### src/rtl/vtg_pkg.sv
// Shared timing definitions for the native video timing generator.
package vtg_pkg;

  localparam int unsigned VTG_DIM_WID = 16;

  typedef struct packed {
    logic [VTG_DIM_WID-1:0] h_active;
    logic [VTG_DIM_WID-1:0] h_fp;
    logic [VTG_DIM_WID-1:0] h_sync;
    logic [VTG_DIM_WID-1:0] h_bp;
    logic [VTG_DIM_WID-1:0] v_active;
    logic [VTG_DIM_WID-1:0] v_fp;
    logic [VTG_DIM_WID-1:0] v_sync;
    logic [VTG_DIM_WID-1:0] v_bp;
    logic                   hs_pol;
    logic                   vs_pol;
  } vtg_timing_t;

  localparam vtg_timing_t VTG_1080P60 = '{
    h_active: 16'd1920, h_fp: 16'd88, h_sync: 16'd44, h_bp: 16'd148,
    v_active: 16'd1080, v_fp: 16'd4,  v_sync: 16'd5,  v_bp: 16'd36,
    hs_pol: 1'b1, vs_pol: 1'b1
  };

  localparam vtg_timing_t VTG_720P60 = '{
    h_active: 16'd1280, h_fp: 16'd110, h_sync: 16'd40, h_bp: 16'd220,
    v_active: 16'd720,  v_fp: 16'd5,   v_sync: 16'd5,  v_bp: 16'd20,
    hs_pol: 1'b1, vs_pol: 1'b1
  };

  // Total extent of one dimension: active + front porch + sync + back porch.
  function automatic int unsigned vtg_total(input int unsigned active,
                                            input int unsigned fp,
                                            input int unsigned sync,
                                            input int unsigned bp);
    return active + fp + sync + bp;
  endfunction

endpackage

### src/rtl/vtg_dim_cnt.sv
// One raster dimension: wrap counter plus blank/sync decode of the next count.
module vtg_dim_cnt
  import vtg_pkg::*;
#(
  parameter int unsigned CNT_WID    = 12,
  parameter int unsigned TOTAL      = 16,
  parameter int unsigned ACTIVE     = 8,
  parameter int unsigned SYNC_START = 10,
  parameter int unsigned SYNC_END   = 13
) (
  input  logic natv_clk,
  input  logic rst,
  input  logic step,
  output logic wrap_c,
  output logic blank_next_c,
  output logic sync_next_c
);

  localparam logic [CNT_WID-1:0] LAST    = CNT_WID'(TOTAL - 1);
  localparam logic [CNT_WID-1:0] ACT_END = CNT_WID'(ACTIVE);
  localparam logic [CNT_WID-1:0] SYNC_LO = CNT_WID'(SYNC_START);
  localparam logic [CNT_WID-1:0] SYNC_HI = CNT_WID'(SYNC_END);

  logic [CNT_WID-1:0] cnt;
  logic [CNT_WID-1:0] cnt_next;

  // Next count and region decode; decoding the next value lets the parent register outputs in step with the count.
  always_comb begin
    wrap_c   = step && (cnt == LAST);
    cnt_next = cnt;
    if (step) begin
      cnt_next = (cnt == LAST) ? '0 : cnt + CNT_WID'(1);
    end
    blank_next_c = (cnt_next >= ACT_END);
    sync_next_c  = (cnt_next >= SYNC_LO) && (cnt_next < SYNC_HI);
  end

  // Count register; reset parks on the last position so the first step lands on 0.
  always_ff @(posedge natv_clk) begin
    if (rst) begin
      cnt <= LAST;
    end else begin
      cnt <= cnt_next;
    end
  end

endmodule

### src/rtl/native_vtg.sv
// Native video timing generator: raster timing bundle advanced on clock enable.
module native_vtg
  import vtg_pkg::*;
#(
  parameter int unsigned H_ACTIVE = 32'(VTG_1080P60.h_active),
  parameter int unsigned H_FP     = 32'(VTG_1080P60.h_fp),
  parameter int unsigned H_SYNC   = 32'(VTG_1080P60.h_sync),
  parameter int unsigned H_BP     = 32'(VTG_1080P60.h_bp),
  parameter int unsigned V_ACTIVE = 32'(VTG_1080P60.v_active),
  parameter int unsigned V_FP     = 32'(VTG_1080P60.v_fp),
  parameter int unsigned V_SYNC   = 32'(VTG_1080P60.v_sync),
  parameter int unsigned V_BP     = 32'(VTG_1080P60.v_bp),
  parameter bit          HS_POL   = VTG_1080P60.hs_pol,
  parameter bit          VS_POL   = VTG_1080P60.vs_pol,
  parameter int unsigned CNT_WID  = 12
) (
  input  logic               natv_clk,
  input  logic               rst,
  input  logic               ce,
  output logic               hsync,
  output logic               vsync,
  output logic               hblank,
  output logic               vblank,
  output logic               active,
  output logic               fid,
  output logic [CNT_WID-1:0] ppl,
  output logic [CNT_WID-1:0] lpf,
  output logic               sof
);

  localparam int unsigned H_TOTAL = vtg_total(H_ACTIVE, H_FP, H_SYNC, H_BP);
  localparam int unsigned V_TOTAL = vtg_total(V_ACTIVE, V_FP, V_SYNC, V_BP);

  logic h_wrap;
  logic h_blank_nxt;
  logic h_sync_nxt;
  logic v_wrap;
  logic v_blank_nxt;
  logic v_sync_nxt;

  vtg_dim_cnt #(
    .CNT_WID   (CNT_WID),
    .TOTAL     (H_TOTAL),
    .ACTIVE    (H_ACTIVE),
    .SYNC_START(H_ACTIVE + H_FP),
    .SYNC_END  (H_ACTIVE + H_FP + H_SYNC)
  ) u_hcnt (
    .natv_clk    (natv_clk),
    .rst         (rst),
    .step        (ce),
    .wrap_c      (h_wrap),
    .blank_next_c(h_blank_nxt),
    .sync_next_c (h_sync_nxt)
  );

  // Vertical steps only on a horizontal wrap, so its decode changes exactly at hcnt -> 0.
  vtg_dim_cnt #(
    .CNT_WID   (CNT_WID),
    .TOTAL     (V_TOTAL),
    .ACTIVE    (V_ACTIVE),
    .SYNC_START(V_ACTIVE + V_FP),
    .SYNC_END  (V_ACTIVE + V_FP + V_SYNC)
  ) u_vcnt (
    .natv_clk    (natv_clk),
    .rst         (rst),
    .step        (h_wrap),
    .wrap_c      (v_wrap),
    .blank_next_c(v_blank_nxt),
    .sync_next_c (v_sync_nxt)
  );

  // Output register; a vertical wrap is the only way to enter (0,0), so it drives sof and fid.
  always_ff @(posedge natv_clk) begin
    if (rst) begin
      hsync  <= !HS_POL;
      vsync  <= !VS_POL;
      hblank <= 1'b1;
      vblank <= 1'b1;
      active <= 1'b0;
      fid    <= 1'b0;
      sof    <= 1'b0;
      ppl    <= CNT_WID'(H_ACTIVE);
      lpf    <= CNT_WID'(V_ACTIVE);
    end else begin
      sof <= 1'b0;
      ppl <= CNT_WID'(H_ACTIVE);
      lpf <= CNT_WID'(V_ACTIVE);
      if (ce) begin
        hsync  <= h_sync_nxt ? HS_POL : !HS_POL;
        vsync  <= v_sync_nxt ? VS_POL : !VS_POL;
        hblank <= h_blank_nxt;
        vblank <= v_blank_nxt;
        active <= !h_blank_nxt && !v_blank_nxt;
        sof    <= v_wrap;
        if (v_wrap) begin
          fid <= !fid;
        end
      end
    end
  end

endmodule

### config.mk
export PLATFORM = sky130hd
export DESIGN_NAME = native_vtg
export DESIGN_NICKNAME = d
export VERILOG_FILES = /design/src/rtl/vtg_pkg.sv /design/src/rtl/vtg_dim_cnt.sv /design/src/rtl/native_vtg.sv
export SDC_FILE = /design/constraint.sdc
export NUM_CORES = 1
export LEC_CHECK = 0
export CORE_MARGIN = 2
export CORE_UTILIZATION = 40
export DETAILED_ROUTE_END_ITERATION = 16
export PLACE_DENSITY = 0.63
export SYNTH_ARGS = -nofsm -noshare
export SYNTH_HDL_FRONTEND = slang
export SYNTH_SLANG_ARGS = --single-unit
### constraint.sdc
create_clock -name natv_clk -period 7.1 [get_ports natv_clk]
set_input_delay 1.065 -clock natv_clk [delete_from_list [all_inputs] [get_ports natv_clk]]
set_output_delay 1.065 -clock natv_clk [all_outputs]
set_load 0.005 [all_outputs]
# After elaboration in Yosys (flattened, before gate mapping)
# Index checks and enable logic that the tools add are counted.
# totals
reg_bits	31
in_bits	3
out_inout_bits	31
elab_cells	36
# op_classes
n_addsub	2
n_lt_le_gt_ge	6
n_eq_ne	2
muxes	6
n_bitwise	1
n_reduce_logical	10
# ops
cell	count
12-bit by 11-bit >= comparator with 1-bit output (second input constant)	4
12-bit two-way mux	4
12-bit by 1-bit adder with 12-bit output (second input constant)	2
12-bit by 11-bit equality test with 1-bit output (second input constant)	1
12-bit equality test (second input constant)	1
12-bit by 11-bit < comparator with 1-bit output (second input constant)	1
12-bit < comparator (second input constant)	1
1-bit logical AND	5
1-bit logical NOT	3
1-bit two-way mux	2
2-bit AND reduction	1
2-bit OR reduction	1
1-bit inverter	1

# Longest topological paths before layout
# logic_depth
ltp_word	6
depth_mapped	9
mapped_depth_nobuf	9

# Hierarchy
# From an unflattened synthesis, not the netlist that was laid out.
# unflattened
cells_unflattened	264
area_unflattened_um2	2223.4
# modules_own_cells
mod	n_inst	cells_per_inst	area_each_um2	seq_area_each_um2
vtg_dim_cnt (u_hcnt)	1	111	897.1	240.2
vtg_dim_cnt (u_vcnt)	1	103	873.3	240.2
native_vtg	1	50	452.9	140.1

# Worst setup path after synthesis
# No wires, ideal clock.
# synth_timing
kind	input to register
from	input port ce
to	register vblank
setup_time_ns	0.057
t_arrival_ns	2.858
required_ns	7.043
slack_ns	4.185
path_stages	8
path_buffers	1
path_cell_list	nand2_1 -> or4_4 -> buf_6 -> or3_4 -> nor3_2 -> o311ai_2 -> a31oi_2 -> o32a_2
# synth_via
elab_chain_cells	3
# synth_rtl
item	line_no	rtl
from (decl)	native_vtg.sv:19	input logic ce,
1-bit logical AND	vtg_dim_cnt.sv:29	wrap_c = step && (cnt == LAST);
12-bit two-way mux	vtg_dim_cnt.sv:31	if (step) begin
12-bit by 11-bit >= comparator with 1-bit output	vtg_dim_cnt.sv:34	blank_next_c = (cnt_next >= ACT_END);
to (signal assigned)	native_vtg.sv:92	vblank <= v_blank_nxt;
to (decl)	native_vtg.sv:23	output logic vblank,
# Several ways; a longest one is shown, not always the timed one.
# A chain may end at the register's enable or synchronous reset.

# Worst setup path after layout
# layout_timing
from	input port ce
to	register vsync
# layout_via
elab_chain_cells	5
word_cells_on_any_way	6
cone_classes	order compare: 2; mux: 2; reduce/logical: 2
# layout_rtl
item	line_no	rtl
1-bit logical AND	vtg_dim_cnt.sv:29	
12-bit two-way mux	vtg_dim_cnt.sv:31	
12-bit by 11-bit >= comparator with 1-bit output or 12-bit by 11-bit < comparator with 1-bit output (tied branches)	vtg_dim_cnt.sv:35	sync_next_c = (cnt_next >= SYNC_LO) && (cnt_next < SYNC_HI);
1-bit logical AND	vtg_dim_cnt.sv:35	
1-bit two-way mux	native_vtg.sv:90	vsync <= v_sync_nxt ? VS_POL : !VS_POL;
to (signal assigned)	native_vtg.sv:76	vsync <= !VS_POL;
to (signal assigned)	native_vtg.sv:90	
to (decl)	native_vtg.sv:21	output logic vsync,
# Several ways; a longest one is shown, not always the timed one.

==> metrics.yaml <==
setup_path:
  crit_top_cell: "nand2_1"
  cp_slowest_cell: "clkdlybuf4s50_1"
  critPathKind: "input port to flip-flop"
  cpLargestDelayFamily: "simple AND/OR/NAND/NOR gates"
  crit_chain: "clkdlybuf4s50_1, nand2_1, nor4_2, nand2_1, a221o_1, o22a_1, o32ai_1"
  endpoint_kind: "flip-flop"
  r2r_slack_ps: 4290
  crit_buf_inv: 1
  cp-start-kind: "input port"
  path_max_fanout: 18
  worst_path_largest_cell_delay_ps: 830
  arrival_ps: 4050
  cp.required_ps: 7300
cells_and_area:
  nets: 284
  drive_above_1_share_pct: 10.0
  syn_to_final_growth_pct: 3.64
  multiInputGateArea_sq_um: 1430
  final_cell_count_no_fill: 351
  antennaDiodeCount: 0
  nFillCells: 563
  final-seq-area_sq_um: 621
grt:
  grt_pass1_wl_mm: 8.53
  grt_usage_pct: 17.0
  grt_pass1_vias: 1787
  grt-ovfl-total: 0
  antenna_found_initial: 0
  grt_max_degree: 24
pwr:
  seqPwrFrac_pct: 41.0
  p_switching_mw: 0.176
  power_frac_comb_pct: 29.0
  p_leak_nw: 0.866
  power.share.switching_pct: 33.6
  clock_power_share_pct: 30.0
  ir_drop_mv: 0.113
  power.density_nw_per_um2: 224
  fin_total_pwr_mw: 0.525
  intPower_mw: 0.349
run_status:
  outcome: "finished clean"
timing:
  period_share_pct: 54.3
  setup_viol: 0
  period_needed_ps: 3850
  worst_pin_slew_ps: 771
  tns_ps: 0
  relSlewSlack_pct: 48.2
  fin_skew_ps: 4.59
  hold_viol: 0
  whs_ps: 501
  maxSlewViolCount: 0
  rsz0062_at_grt: "false"
  setup_ws_ps: 3250
  maxClockFrequency_ghz: 0.260
flow_run:
  max-cap-violations: 0
placed_design:
  dp_cells: 343
  port-buffer-count: 9
  preCtsSetupSlack_ps: 3010
  gp_congestion: 0.860
  dp_hpwl_mm: 3.64
yosys:
  syn_area_per_cell_sq_um: 7.95
  ys_ff_latch: 31
  synthDistinctLibCells: 60
  synth_top_area_share_pct: 27.4
  synth_warnings: 0
  ys_seq_area_share_pct: 27.4
  netlist_area_sq_um: 2270
  synth_area_leader_cell: "dfxtp_1"
  synthMostInstantiatedCell: "dfxtp_1"
  async_flop_share_pct: 0
  netlist_top_cells_area: "dfxtp_1 27%, buf_4 8.3%, nand2_1 4.8%"
  synthFlopType: "dfxtp_1"
  synth_enable_flop_cells: 0
  syn_inst: 285
  synthTopCellsByCount: "31 x dfxtp_1, 29 x nand2_1, 25 x buf_4, 22 x nor2_1, 16 x clkbuf_1"
die:
  boundaryPins: 34
  die_area_sq_um: 6280
  dieHeight_um: 79.3
  core_sq_um: 5470
  start_util_pct: 41.4
  fp-row-count: 27
  die_w_um: 79.3
route:
  drc: 0
  wirelength_mm: 5.00
  drtAntennaViolNets: 0
  wl_per_cell_um: 14.3
  viasPerCell: 5.41
  first_pass_iters: 4
  vias: 1899
  first_iter_violations: 87
clock_network:
  clk_pin_slew_ps: 70
  cts_tree: "yes"
  clock_latency_ps: 290
  ctsResizeCount: 0
  cts_buffer_depth: 2
  cts_root_buffer: "clkbuf_8"
  post-cts-setup-buffer-count: 0
  cts_sinks: 31
  htree_num_levels: 2
  numCtsBuffers: 5
  cts_hold_buf: 0
min_path:
  hold_path_class: "flip-flop to flip-flop"
path summary, 6_finish.rpt:
check                                 from                   to  cells after the start
setup / recovery                        ce   vsync$_SDFFE_PP0P_                      7
hold / removal         vblank$_SDFFE_PP1P_  vblank$_SDFFE_PP1P_                      1
setup reg to reg  u_hcnt.cnt[0]$_SDFF_PP1_   hsync$_SDFFE_PP0P_                      8
hold reg to reg        vblank$_SDFFE_PP1P_  vblank$_SDFFE_PP1P_                      1
layer usage:
metal  part of all wire [%]  GRT usage [%]
met5                      0              0
met1                     48           22.7
met4                    1.4           5.17
met2                     47           27.3
met3                    4.1           3.75
logic make-up (layout without fill, tap and decap cells):
logic type | count (synthesis) | after routing | synth area share, %
muxes | 2 | 2 | 0.884
xor gates and xnor gates | 18 | 18 | 6.96
adders and majority gates | 3 | 3 | 1.66
AOI/OAI and AO/OA | 43 | 43 | 14.5
buffers and inverters | 49 | 21 | 13.0
and+or+nand+nor | 137 | 137 | 35.2
other | 2 | 24 | 0.331
DFF | 31 | 31 | 27.4
power by group through the flow:
stage               clock network [mW]  logic [mW]  registers, mW
floorplan                            0       0.138          0.203
global placement                     0       0.150          0.218
detailed placement                   0       0.151          0.219
CTS                              0.159       0.152          0.215
global route                     0.168       0.170          0.219
finish                           0.158       0.152          0.215
registers in the layout (all words and copies together) (netlist names):
name	cells
u_hcnt.cnt	12
u_vcnt.cnt	12
active	1
fid	1
hblank	1
hsync	1
sof	1
vblank	1
vsync	1
cell usage in the layout (no fill, tap or decap), types with 2 or more instances in the layout:
cell / netlist / routed
a211oi_1: 2 / 2
a21o_1: 3 / 3
a21oi_1: 10 / 10
a221o_1: 2 / 2
a31oi_1: 5 / 5
and2_1: 3 / 3
and3_1: 4 / 4
and4_1: 5 / 5
and4b_1: 2 / 2
clkbuf_8: 0 / 7
clkdlybuf4s50_1: 0 / 9
conb_1: 2 / 24
dfxtp_1: 31 / 31
ha_1: 3 / 3
inv_1: 4 / 4
mux2i_1: 2 / 2
nand2_1: 29 / 29
nand2b_1: 9 / 9
nand3_1: 14 / 14
nand3b_1: 2 / 2
nand4_1: 6 / 6
nor2_1: 22 / 22
nor2b_1: 4 / 4
nor3_1: 6 / 6
nor3b_1: 2 / 2
nor4_1: 3 / 3
nor4b_1: 3 / 3
o21ai_0: 4 / 4
o21bai_1: 2 / 2
o32a_1: 2 / 2
or2_2: 5 / 5
or3_4: 2 / 2
or3b_2: 3 / 3
or4_1: 4 / 4
xnor2_1: 10 / 10
xor2_1: 8 / 8
area by class of cell:
| type | count | share of cell area, % |
|---|---|---|
| clock buffer | 8 | 4.26 |
| multi-input combinational | 227 | 61.0 |
| tap | 72 | 3.84 |
| timing repair buffer | 9 | 3.84 |
| sequential | 31 | 26.4 |
| inverter | 4 | 0.639 |
worst register-to-register path, stage by stage, from the launching register on:
cell and delay (ps):
dfxtp_1 380, ha_1 210, nor4b_1 440, nand3_1 360, a21o_1 270, a21oi_1 140, a21oi_1 90, or4_1 530
a311oi_1 280
metrics by stage:
| stage | util, % | area, sq um |
|---|---|---|
| global route | 42.9 | 2350 |
| floorplan | - | 2350 |
| CTS | 42.9 | 2350 |
| detailed placement | 41.1 | 2250 |
| finish | 42.9 | 2350 |
| global placement | 41.1 | 2250 |
Note: power is estimated with default switching activity, not from simulation.
